===== src/rtl/anton_neopixel_bus_arbiter.sv =====
// Two-master round-robin arbiter and sequencer for the NeoPixel controller bus.
// Optionally holds pixel-buffer writes until the strip is in its reset window.
module anton_neopixel_bus_arbiter #(
   parameter int unsigned ADDR_BITS   = 14,
   parameter int unsigned HOLD_MAX    = 16,
   parameter int unsigned SYNC_STAGES = 2
) (
   input  logic                 busClk,
   input  logic                 busResetN,
   input  logic                 m0Req,
   input  logic                 m0Write,
   input  logic [ADDR_BITS-1:0] m0Addr,
   input  logic [7:0]           m0Data,
   input  logic                 m0Lock,
   output logic                 m0Ack,
   output logic                 m0RValid,
   input  logic                 m1Req,
   input  logic                 m1Write,
   input  logic [ADDR_BITS-1:0] m1Addr,
   input  logic [7:0]           m1Data,
   input  logic                 m1Lock,
   output logic                 m1Ack,
   output logic                 m1RValid,
   output logic [7:0]           rData,
   input  logic                 tearFreeEn,
   input  logic                 neoState,
   output logic [ADDR_BITS-1:0] busAddr,
   output logic [7:0]           busDataIn,
   output logic                 busWrite,
   output logic                 busRead,
   input  logic [7:0]           busDataOut,
   output logic                 owner,
   output logic                 deferred
);

   localparam int unsigned HoldW = $clog2(HOLD_MAX + 1);

   typedef enum logic [2:0] {StIdle, StIssue, StRdWait, StRdRet, StDefer} state_e;

   state_e                 state_q, state_d;
   logic [SYNC_STAGES-1:0] neo_sync_q;
   logic                   neo_ready;

   logic                   owner_q, owner_d;
   logic                   last_grant_q, last_grant_d;
   logic                   lock_q, lock_d;
   logic [HoldW-1:0]       hold_q, hold_d;

   logic                   cmd_write_q, cmd_write_d;
   logic [ADDR_BITS-1:0]   cmd_addr_q, cmd_addr_d;
   logic [7:0]             cmd_data_q, cmd_data_d;

   logic [ADDR_BITS-1:0]   bus_addr_q, bus_addr_d;
   logic [7:0]             bus_data_q, bus_data_d;
   logic                   bus_write_q, bus_write_d;
   logic                   bus_read_q, bus_read_d;
   logic                   ack0_q, ack0_d, ack1_q, ack1_d;
   logic                   rvalid0_q, rvalid0_d, rvalid1_q, rvalid1_d;
   logic [7:0]             rdata_q, rdata_d;

   logic                   keep, hold_full, win, grant, issue_next;

   // neoState comes from the controller's own clock domain.
   always_ff @(posedge busClk or negedge busResetN) begin
      if (!busResetN) begin
         neo_sync_q <= '0;
      end else begin
         neo_sync_q <= {neo_sync_q[SYNC_STAGES-2:0], neoState};
      end
   end

   assign neo_ready = neo_sync_q[SYNC_STAGES-1];

   // A locking owner keeps the grant until it has had HOLD_MAX in a row and the
   // other master is waiting; unlocked ties go to the master not granted last.
   always_comb begin
      keep      = lock_q & (owner_q ? m1Req : m0Req);
      hold_full = (hold_q >= HoldW'(HOLD_MAX));
      win       = m1Req;
      if (m0Req && m1Req) begin
         if (keep && !hold_full) begin
            win = owner_q;
         end else if (keep) begin
            win = ~owner_q;
         end else begin
            win = ~last_grant_q;
         end
      end
   end

   always_comb begin
      state_d     = state_q;
      grant       = 1'b0;
      cmd_write_d = cmd_write_q;
      cmd_addr_d  = cmd_addr_q;
      cmd_data_d  = cmd_data_q;
      lock_d      = lock_q;

      unique case (state_q)
         StIdle: begin
            if (m0Req || m1Req) begin
               grant       = 1'b1;
               cmd_write_d = win ? m1Write : m0Write;
               cmd_addr_d  = win ? m1Addr : m0Addr;
               cmd_data_d  = win ? m1Data : m0Data;
               lock_d      = win ? m1Lock : m0Lock;
               if (cmd_write_d && !cmd_addr_d[ADDR_BITS-1] && tearFreeEn && !neo_ready) begin
                  state_d = StDefer;
               end else begin
                  state_d = StIssue;
               end
            end
         end
         StIssue:  state_d = cmd_write_q ? StIdle : StRdWait;
         StRdWait: state_d = StRdRet;
         StRdRet:  state_d = StIdle;
         StDefer: begin
            if (neo_ready || !tearFreeEn) begin
               state_d = StIssue;
            end
         end
         default:  state_d = StIdle;
      endcase
   end

   // holdCnt counts consecutive grants to the current owner; a change of owner
   // restarts the count at this first grant.
   always_comb begin
      owner_d      = owner_q;
      last_grant_d = last_grant_q;
      hold_d       = hold_q;
      if (grant) begin
         owner_d      = win;
         last_grant_d = win;
         if (win == owner_q) begin
            hold_d = hold_full ? hold_q : hold_q + HoldW'(1);
         end else begin
            hold_d = HoldW'(1);
         end
      end
   end

   // Bus outputs are registered from the next state so the strobe and the ack
   // appear together in the ISSUE cycle.
   always_comb begin
      issue_next  = (state_d == StIssue);
      bus_write_d = issue_next & cmd_write_d;
      bus_read_d  = issue_next & ~cmd_write_d;
      ack0_d      = issue_next & ~owner_d;
      ack1_d      = issue_next & owner_d;
      bus_addr_d  = issue_next ? cmd_addr_d : bus_addr_q;
      bus_data_d  = issue_next ? cmd_data_d : bus_data_q;
      rvalid0_d   = (state_q == StRdWait) & ~owner_q;
      rvalid1_d   = (state_q == StRdWait) & owner_q;
      rdata_d     = (state_q == StRdWait) ? busDataOut : rdata_q;
   end

   always_ff @(posedge busClk or negedge busResetN) begin
      if (!busResetN) begin
         state_q      <= StIdle;
         owner_q      <= 1'b0;
         last_grant_q <= 1'b1;
         lock_q       <= 1'b0;
         hold_q       <= '0;
         cmd_write_q  <= 1'b0;
         cmd_addr_q   <= '0;
         cmd_data_q   <= '0;
         bus_addr_q   <= '0;
         bus_data_q   <= '0;
         bus_write_q  <= 1'b0;
         bus_read_q   <= 1'b0;
         ack0_q       <= 1'b0;
         ack1_q       <= 1'b0;
         rvalid0_q    <= 1'b0;
         rvalid1_q    <= 1'b0;
         rdata_q      <= '0;
      end else begin
         state_q      <= state_d;
         owner_q      <= owner_d;
         last_grant_q <= last_grant_d;
         lock_q       <= lock_d;
         hold_q       <= hold_d;
         cmd_write_q  <= cmd_write_d;
         cmd_addr_q   <= cmd_addr_d;
         cmd_data_q   <= cmd_data_d;
         bus_addr_q   <= bus_addr_d;
         bus_data_q   <= bus_data_d;
         bus_write_q  <= bus_write_d;
         bus_read_q   <= bus_read_d;
         ack0_q       <= ack0_d;
         ack1_q       <= ack1_d;
         rvalid0_q    <= rvalid0_d;
         rvalid1_q    <= rvalid1_d;
         rdata_q      <= rdata_d;
      end
   end

   assign busAddr   = bus_addr_q;
   assign busDataIn = bus_data_q;
   assign busWrite  = bus_write_q;
   assign busRead   = bus_read_q;
   assign m0Ack     = ack0_q;
   assign m1Ack     = ack1_q;
   assign m0RValid  = rvalid0_q;
   assign m1RValid  = rvalid1_q;
   assign rData     = rdata_q;
   assign owner     = owner_q;
   assign deferred  = (state_q == StDefer);

endmodule


===== config.mk =====
export PLATFORM = sky130hd
export DESIGN_NAME = anton_neopixel_bus_arbiter
export DESIGN_NICKNAME = d
export VERILOG_FILES = /design/src/rtl/anton_neopixel_bus_arbiter.sv
export SDC_FILE = /design/constraint.sdc
export NUM_CORES = 1
export LEC_CHECK = 0
export ABC_CLOCK_PERIOD_IN_PS = 2500
export CORE_MARGIN = 10
export CORE_UTILIZATION = 30
export CTS_CLUSTER_DIAMETER = 120
export DETAILED_ROUTE_END_ITERATION = 10
export HOLD_SLACK_MARGIN = 0.15
export PLACE_DENSITY = 0.54
export SLEW_MARGIN = 0
export SYNTH_ARGS = -nofsm -noshare
export SYNTH_HDL_FRONTEND = slang
export SYNTH_SLANG_ARGS = --single-unit

===== constraint.sdc =====
create_clock -name busClk -period 2.5 [get_ports busClk]
set_input_delay 0.5 -clock busClk [delete_from_list [all_inputs] [get_ports busClk]]
set_output_delay 0.5 -clock busClk [all_outputs]
set_load 0.02 [all_outputs]

# After elaboration in Yosys (flattened, before gate mapping)
# Index checks and enable logic that the tools add are counted.
[totals] regBits=72 in_bits=62 out_inout_bits=38 word_cells=75
[classes] addsub=1 magnitude_cmp=1 eq_ne=6 muxes=24 bitwise_logic=11 reduce_logical=14
[op_table] op="$mux W14" n=3
[op_table] op="$mux W8" n=3
[op_table] op="$pmux W3 S4" n=1
[op_table] op="$mux W1" n=11
[op_table] op="$mux W5" n=2
[op_table] op="$mux W3" n=3
[op_table] op="$and A1 B1 Y1" n=7
[op_table] op="$eq A3 B1 Y1 const B" n=2
[op_table] op="$add A5 B1 Y5 const B" n=1
[op_table] op="$ge A5 B5 Y1 const B" n=1
[op_table] op="$logic_and A1 B1 Y1" n=5
[op_table] op="$logic_not A1 Y1" n=4
[op_table] op="$not A1 Y1" n=4
[op_table] op="$reduce_and A2 Y1" n=2
[op_table] op="$eq A3 B2 Y1 const B" n=1
[op_table] op="$eq A3 B3 Y1 const B" n=1
[op_table] op="$logic_not A3 Y1" n=1
[op_table] op="$logic_or A1 B1 Y1" n=2
[op_table] op="$mux W2" n=1
[op_table] op="$ne A2 B2 Y1 const B" n=1
[op_table] op="$eq A1 B1 Y1" n=1

# Longest topological paths before layout
# Gate-level depths: netlist of the first run.
[logic_depth] word_depth=15 mapped_depth=8 depth_no_buf=5

# Worst setup path after synthesis of the first run
# Ideal clock, no wire load.
[synth_timing] path_type="reg-to-reg" from="register owner_q (netlist: owner)" to="register bus_addr_q[0] (netlist: busAddr[0])" setup_ns=0.125 arrival_ns=1.958 required_ns=2.375 setup_slack_ns=0.417 stages_incl_launch_ff=7 n_path_buf=1 synth_period_minus_slack_ns=2.083 cell_sequence="dfrtp_1 -> xor2_2 -> o211ai_4 -> o211ai_2 -> a21oi_4 -> buf_6 -> mux2_4"
[synth_between] elab_chain_len=14 elab_cells_between_ends=19 cone_classes="eq/ne (1); mux (11); bitwise (2); reduce/logical (5)"
[synth_lines] element="from (decl)" line_no="44" source="logic owner_q, owner_d;"
[synth_lines] element="from (signal assigned)" line_no="179" source="owner_q <= owner_d;"
[synth_lines] element="$mux W1" line_no="77" source="keep = lock_q & (owner_q ? m1Req : m0Req);"
[synth_lines] element="$and A1 B1 Y1" line_no="77"
[synth_lines] element="$mux W1 / $logic_and A1 B1 Y1 (equally long branches)" line_no="83, 81"
[synth_lines] element="$mux W1 (*)" line_no="81" source="if (keep && !hold_full) begin"
[synth_lines] element="$mux W1 (*)" line_no="80" source="if (m0Req && m1Req) begin"
[synth_lines] element="$mux W14" line_no="104" source="cmd_addr_d = win ? m1Addr : m0Addr;"
[synth_lines] element="$logic_not A1 Y1" line_no="107" source="if (cmd_write_d && !cmd_addr_d[ADDR_BITS-1] && tearFreeEn && !neo_ready) begin"
[synth_lines] element="$logic_and A1 B1 Y1 (3 in a row)" line_no="107"
[synth_lines] element="$mux W3" line_no="107"
[synth_lines] element="$mux W3" line_no="101" source="if (m0Req || m1Req) begin"
[synth_lines] element="$pmux W3 S4" line_no="99" source="unique case (state_q)"
[synth_lines] element="$eq A3 B1 Y1" line_no="146" source="issue_next = (state_d == StIssue);"
[synth_lines] element="to (signal assigned)" line_no="186" source="bus_addr_q <= bus_addr_d;"
[synth_lines] element="to (decl)" line_no="53" source="logic [ADDR_BITS-1:0] bus_addr_q, bus_addr_d;"
# Every way passes the cells marked *; elsewhere a longest branch is shown, timed or not.
# A chain may end at the register's enable or synchronous reset.

# Worst setup path after layout of the first run
[layout_timing] from="register state_q[1]" to="output port deferred"
[layout_between] elab_chain_len=1
[layout_lines] element="from (decl)" line_no="40" source="state_e state_q, state_d;"
[layout_lines] element="from (signal assigned)" line_no="160" source="state_q <= StIdle;"
[layout_lines] element="from (signal assigned)" line_no="178" source="state_q <= state_d;"
[layout_lines] element="$eq A3 B3 Y1" line_no="208" source="assign deferred = (state_q == StDefer);"
[layout_lines] element="to (decl)" line_no="33" source="output logic deferred"
# Every way passes these cells.

==> results_dict.tcl, run 1 <==
set metrics [dict create \
    start_util_pct 30.6 \
    antenna_cells 0 \
    instances_no_fill 527 \
    top_layer "met4" \
    numCtsBuffers 9 \
    fillers 1001 \
    post-route-util_pct 44.7 \
    clk_pin_slew_ns 0.08 \
    place_congestion 0.758 \
    grt_pass1_wl_um 13400 \
    core-area_sq_um 10300 \
    dieArea_sq_um 15000 \
    post_cts_buffers 0 \
    start_kind "flip-flop" \
    end_kind "output pin" \
    status "complete, no violations" \
    hold_path_class "in -> async" \
    grtUsageTotal_pct 11.2 \
    antenna_left 0 \
    reg2reg_slack_ns 0.51 \
    worstRegToRegCells 6 \
    crit_type "reg -> out" \
    avgSynthCellArea_sq_um 11.3 \
    netlist_area_sq_um 3150 \
    rows 37 \
    clock_skew_ns 0.00970 \
    wl_met2_um 3890 \
    wl_met1_um 3720 \
    setup_tns_ns 0 \
    via_per_inst 4.57 \
    drc 0 \
    drt_pre_antenna_iters 6 \
    dp_cells 511 \
    grt.overflow.total 0 \
    switching_share_pct 35.7 \
    vias 2409 \
    fin_crit_sh_pct 91.0 \
    worstMarginPinSlew_ns 0.895 \
    grt_setup_unrepaired "no" \
    root_buffer "clkbuf_8" \
    worstPathRequired_ns 2.00 \
    power_density_nw_per_um2 1320 \
    arrival_ns 1.78 \
    clockPowerShare_pct 17.9 \
    max-cap-violations 0 \
    fp.dieW_um 122 \
    worstReg2RegEnd "busDataIn[3]$_DFFE_PN0N_" \
    worst_ir_drop_vdd_uv 415 \
    yosys_warnings 0 \
    grt_max_degree 73 \
    hold_buffers 0 \
    synth_cells 278 \
    die-height_um 122 \
    clk_latency_ns 0.34 \
    timing.rr.start "state_q[2]$_DFF_PN0_" \
    power.internal_mw 3.91 \
    slew-limit-headroom_pct 40.3 \
    fmax_mhz 439 \
    hold_viol 0 \
    cts_tree "built" \
    grt_pass1_vias 2616 \
    power.leakage_nw 1.95 \
    synthDistinctLibCells 36 \
    seqPwrFrac_pct 33.4 \
    synth-seq-area-share_pct 57.3 \
    setup_violations 0 \
    crit_path_max_fanout 6 \
    drt_iter0_drc 98 \
    drv_slew 0 \
    combinationalPowerShare_pct 48.7 \
    dp_hpwl_um 5770 \
    wl_per_cell_um 15.8 \
    htreeDepth 3 \
    ctsResizeCount 0 \
    finalCriticalPeriod_ns 2.28 \
    cts_sinks 72 \
    numPortBuffers 99 \
    fin_nets 450 \
    p_switching_mw 2.17 \
    syn-num-nets 342 \
    io_pins 100 \
    cts_buffer_depth 2 \
    routed_wirelength_um 8320 \
    final_area_sq_um 4600 \
    dpl_cell_area_sq_um 4360 \
    p_total_mw 6.08 \
    synth_seq_cells 72 \
    antenna_found_initial 0 \
    layout-drive-gt1-share_pct 16.4 \
    wl_met3_um 646 \
    area_delta_synth_final_pct 46.1 \
]
worst max-delay path by stage:
| stage | start | end |
|---|---|---|
| after CTS | state_q[1]$_DFF_PN0_ | deferred |
| after detailed placement | m1Req | busAddr[13]$_DFFE_PN0N_ |
| after floorplan | owner$_DFF_PN0_ | busAddr[0]$_DFFE_PN0N_ |
| final | state_q[1]$_DFF_PN0_ | deferred |
| after global routing | state_q[1]$_DFF_PN0_ | deferred |
| after global placement | m1Req | busDataIn[1]$_DFFE_PN0N_ |
registers in the layout (all words and copies together), names as in the netlist, 2 cells and up:
| name | count |
|---|---|
| busAddr | 14 |
| busDataIn | 8 |
| cmd_addr_q | 14 |
| cmd_data_q | 8 |
| hold_q | 5 |
| neo_sync_q | 2 |
| rData | 8 |
| state_q | 3 |
cell usage in the layout (no fill, tap or decap), types with 2 or more instances in the layout:
| cell type | instances |
|---|---|
| a211oi_1 | 2 |
| a21oi_1 | 51 |
| a22o_1 | 2 |
| a31oi_1 | 2 |
| and2_1 | 4 |
| buf_12 | 4 |
| buf_4 | 9 |
| bufinv_16 | 3 |
| clkbuf_8 | 9 |
| clkdlybuf4s50_1 | 98 |
| clkinv_2 | 2 |
| dfrtp_1 | 71 |
| ha_1 | 2 |
| inv_1 | 5 |
| mux2_2 | 13 |
| mux2_4 | 17 |
| nand2_1 | 31 |
| nand2b_1 | 3 |
| nor2_1 | 27 |
| nor2b_1 | 3 |
| nor3_1 | 7 |
| o211ai_1 | 2 |
| o21ai_0 | 6 |
synth_stat cells:
cell       n  area (sq um)
a211oi_1   2          15.0
a21oi_1   51           255
a21oi_4    1          16.3
a221o_1    1          10.0
a22o_1     2          17.5
a31oi_1    2          12.5
a41oi_1    1          8.76
and2_1     4          25.0
and3_1     1          6.26
and3b_1    1          8.76
buf_2      7          35.0
buf_4      3          22.5
buf_6      2          22.5
clkbuf_1   2          7.51
dfrtp_1   71          1780
dfstp_2    1          26.3
ha_1       2          25.0
inv_1      5          18.8
mux2_2    13           146
mux2_4    17           255
nand2_1   31           116
nand2b_1   3          18.8
nand3_1    1          5.00
nand3b_1   1          7.51
nand4_1    1          6.26
nor2_1    27           101
nor2b_1    3          18.8
nor3_1     7          35.0
o211a_1    1          10.0
o211ai_1   2          15.0
o211ai_2   1          12.5
o211ai_4   1          21.3
o21a_1     1          7.51
o21ai_0    7          35.0
xnor2_1    1          8.76
xor2_2     1          16.3
per-layer routing:
metal  vias to the layer above  global-route usage [%]
met3                         8                    5.28
met4                         0                    2.80
met5                         -                       0
met2                        73                    17.9
met1                      1154                    13.3
li1                       1174                       -
worst max-delay path, cell delays in order, from the launching register on:
cell             delay [ns]
dfrtp_1                0.44
nor2_1                 0.21
and2_1                 0.18
clkdlybuf4s50_1        0.60
cell type report:
cell class              count  area [sq um]  area share (%)
multi-input cells         187          1240            27.0
repair buffers            111          1130            24.6
well taps                 136           170            3.70
clock inverters             6           108            2.34
flip-flops and latches     72          1800            39.2
inverters                   5          18.8           0.408
clock buffers              10           128            2.78
power groups by stage:
stage,combinational [mW],clock (mW),sequential [mW]
floorplan,1.47,0,2.36
global placement,2.98,0,2.04
detailed placement,3.02,0,2.03
CTS,3.02,1.12,2.04
global route,3.23,1.17,2.10
finish,2.96,1.09,2.03
per-stage QoR:
stage	setup WS, ns	hold WS, ns
global placement	0.109	0.334
global route	0.110	0.332
CTS	0.192	0.306
detailed placement	0.0893	0.337
finish	0.225	0.273
floorplan	0.417	0.204
cell families (layout without fill, tap and decap cells):
group           after synthesis  after routing  share of synthesized area (%)
flops                        72             72                           57.3
mux                          30             30                           12.8
xor+xnor                      2              2                          0.795
compound gates               73             73                           13.9
fa+ha+maj                     2              2                          0.795
buf+inv                      19            132                           3.38
simple gates                 80             80                           11.1
Power figures use the tool's default switching activity.
==> run 2: changes to the inputs <==
--- a/config.mk
+++ b/config.mk
@@ -12,6 +12,7 @@
 export DETAILED_ROUTE_END_ITERATION = 10
 export HOLD_SLACK_MARGIN = 0.15
 export PLACE_DENSITY = 0.54
+export REMOVE_ABC_BUFFERS = 1
 export SLEW_MARGIN = 0
 export SYNTH_ARGS = -nofsm -noshare
 export SYNTH_HDL_FRONTEND = slang
==> run 2 against run 1 <==
  * Setup slack improved by 0.027 ns
  * Register-to-register slack gained 0.05 ns
  * Final area fell by 0.73%
  * Combinational power barely moved
  * Routed wire length grew 0.43%
  * Final cell count grew 0.38%
  * Non-clock buffer count grew 2
  * Critical endpoint unchanged
==> results_dict.tcl, run 2 (synthesized netlist as in run 1, its figures left out) <==
set metrics [dict create \
    mostFrequentLayoutCells "98 x clkdlybuf4s50_1, 71 x dfrtp_1, 51 x a21oi_1" \
    core-area_sq_um 10300 \
    final_common_cell "clkdlybuf4s50_1" \
    worst_ir_drop_vdd_uv 433 \
    cts_sinks 72 \
    fillers 1034 \
    drc 0 \
    grt_pass1_wl_um 13700 \
    setup_violations 0 \
    antenna_found_initial 0 \
    worstReg2RegEnd "busAddr[7]$_DFFE_PN0N_" \
    cts_tree "built" \
    root_buffer "clkbuf_8" \
    instances_no_fill 529 \
    max-cap-violations 0 \
    die-height_um 122 \
    grt.overflow.total 0 \
    vias 2384 \
    drt_pre_antenna_iters 4 \
    fin_crit_sh_pct 89.9 \
    combinationalPowerShare_pct 50.3 \
    power_density_nw_per_um2 1300 \
    reg2reg_slack_ns 0.56 \
    crit_type "reg -> out" \
    numCtsBuffers 9 \
    end_kind "output pin" \
    fp.dieW_um 122 \
    drv_slew 0 \
    clockPowerShare_pct 15.6 \
    grt_setup_unrepaired "no" \
    status "complete, no violations" \
    worstPathRequired_ns 2.00 \
    power.leakage_nw 1.94 \
    dp_cells 513 \
    antenna_cells 0 \
    place_congestion 0.774 \
    start_util_pct 30.6 \
    slew-limit-headroom_pct 41.2 \
    start_kind "flip-flop" \
    clk_latency_ns 0.34 \
    p_switching_mw 2.16 \
    post_cts_buffers 0 \
    power.internal_mw 3.77 \
    switching_share_pct 36.4 \
    hold_path_class "in -> async" \
    timing.rr.start "state_q[2]$_DFF_PN0_" \
    layout-drive-gt1-share_pct 16.5 \
    setup_tns_ns 0 \
    worstMarginPinSlew_ns 0.882 \
    finalCriticalPeriod_ns 2.25 \
    crit_path_max_fanout 6 \
    drt_iter0_drc 80 \
    io_pins 100 \
    grtUsageTotal_pct 11.6 \
    rows 37 \
    area_delta_synth_final_pct 45.0 \
    dieArea_sq_um 15000 \
    seqPwrFrac_pct 34.2 \
    htreeDepth 3 \
    numPortBuffers 99 \
    grt_max_degree 73 \
    routed_wirelength_um 8350 \
    wl_per_cell_um 15.8 \
    clk_pin_slew_ns 0.07 \
    via_per_inst 4.51 \
    fin_nets 452 \
    clock_skew_ns 0.00579 \
    worstRegToRegCells 6 \
    hold_viol 0 \
    dp_hpwl_um 6030 \
    antenna_left 0 \
    arrival_ns 1.75 \
    hold_buffers 0 \
    cts_buffer_depth 2 \
    grt_pass1_vias 2587 \
    fmax_mhz 445 \
    ctsResizeCount 0 \
]
run 2: cell count changes in the layout (fill, tap and decap cells not counted), sizes merged:
cell	delta
clkbuf	+3
bufinv	-2
buf	+2
clkinvlp	-1
run 2: power groups by stage:
stage	clock (mW)	combinational [mW]	sequential [mW]
2_1_floorplan	0	1.40	2.36
3_3_place_gp	0	3.00	2.04
3_5_place_dp	0	3.04	2.04
4_1_cts	0.960	3.04	2.03
5_1_grt	1.01	3.27	2.10
6_report	0.923	2.98	2.03
run 2: final cells by class:
type / count / area (sq um) / share of cell area (%)
clock buffers: 13 / 159 / 3.48
clock inverters: 3 / 40.0 / 0.877
flip-flops and latches: 72 / 1800 / 39.5
well taps: 136 / 170 / 3.73
repair buffers: 113 / 1130 / 24.8
multi-input cells: 187 / 1240 / 27.2
inverters: 5 / 18.8 / 0.411
run 2: critical path, stage by stage, from the launching register on:
cell and delay, ns:
dfrtp_1 0.44, nor2_1 0.21, and2_1 0.16, clkdlybuf4s50_1 0.60
run 2: worst max path at each step:
stage                         startpoint                  endpoint  slack [ns]  depth (start not counted)
finish              state_q[1]$_DFF_PN0_                  deferred        0.25                          3
global route        state_q[1]$_DFF_PN0_                  deferred        0.17                          3
CTS                 state_q[1]$_DFF_PN0_                  deferred        0.22                          3
detailed placement                 m0Req  busDataIn[2]$_DFFE_PN0N_        0.02                          7
global placement                   m0Req  busDataIn[0]$_DFFE_PN0N_        0.08                          7
floorplan                          m1Req     hold_q[1]$_DFFE_PN0P_       -0.26                          3
run 2: metrics by stage:
stage	utilization (%)	power (mW)	hold WS [ns]	setup slack [ns]	cell area [sq um]
6_report	44.4	5.94	0.277	0.251	4560
3_3_place_gp	42.5	5.04	0.337	0.0794	4360
2_1_floorplan	-	3.76	0.204	-0.259	3060
3_5_place_dp	42.5	5.08	0.335	0.0187	4360
4_1_cts	44.4	6.04	0.313	0.225	4560
5_1_grt	44.4	6.38	0.348	0.169	4560
run 2: per-layer routing:
metal,track usage [%],part of all wire (%),vias to the layer above
li1,-,-,1176
met1,14.8,46,1135
met2,17.7,47,61
met3,4.73,6.5,12
met4,3.09,0.91,0
met5,0,0,-
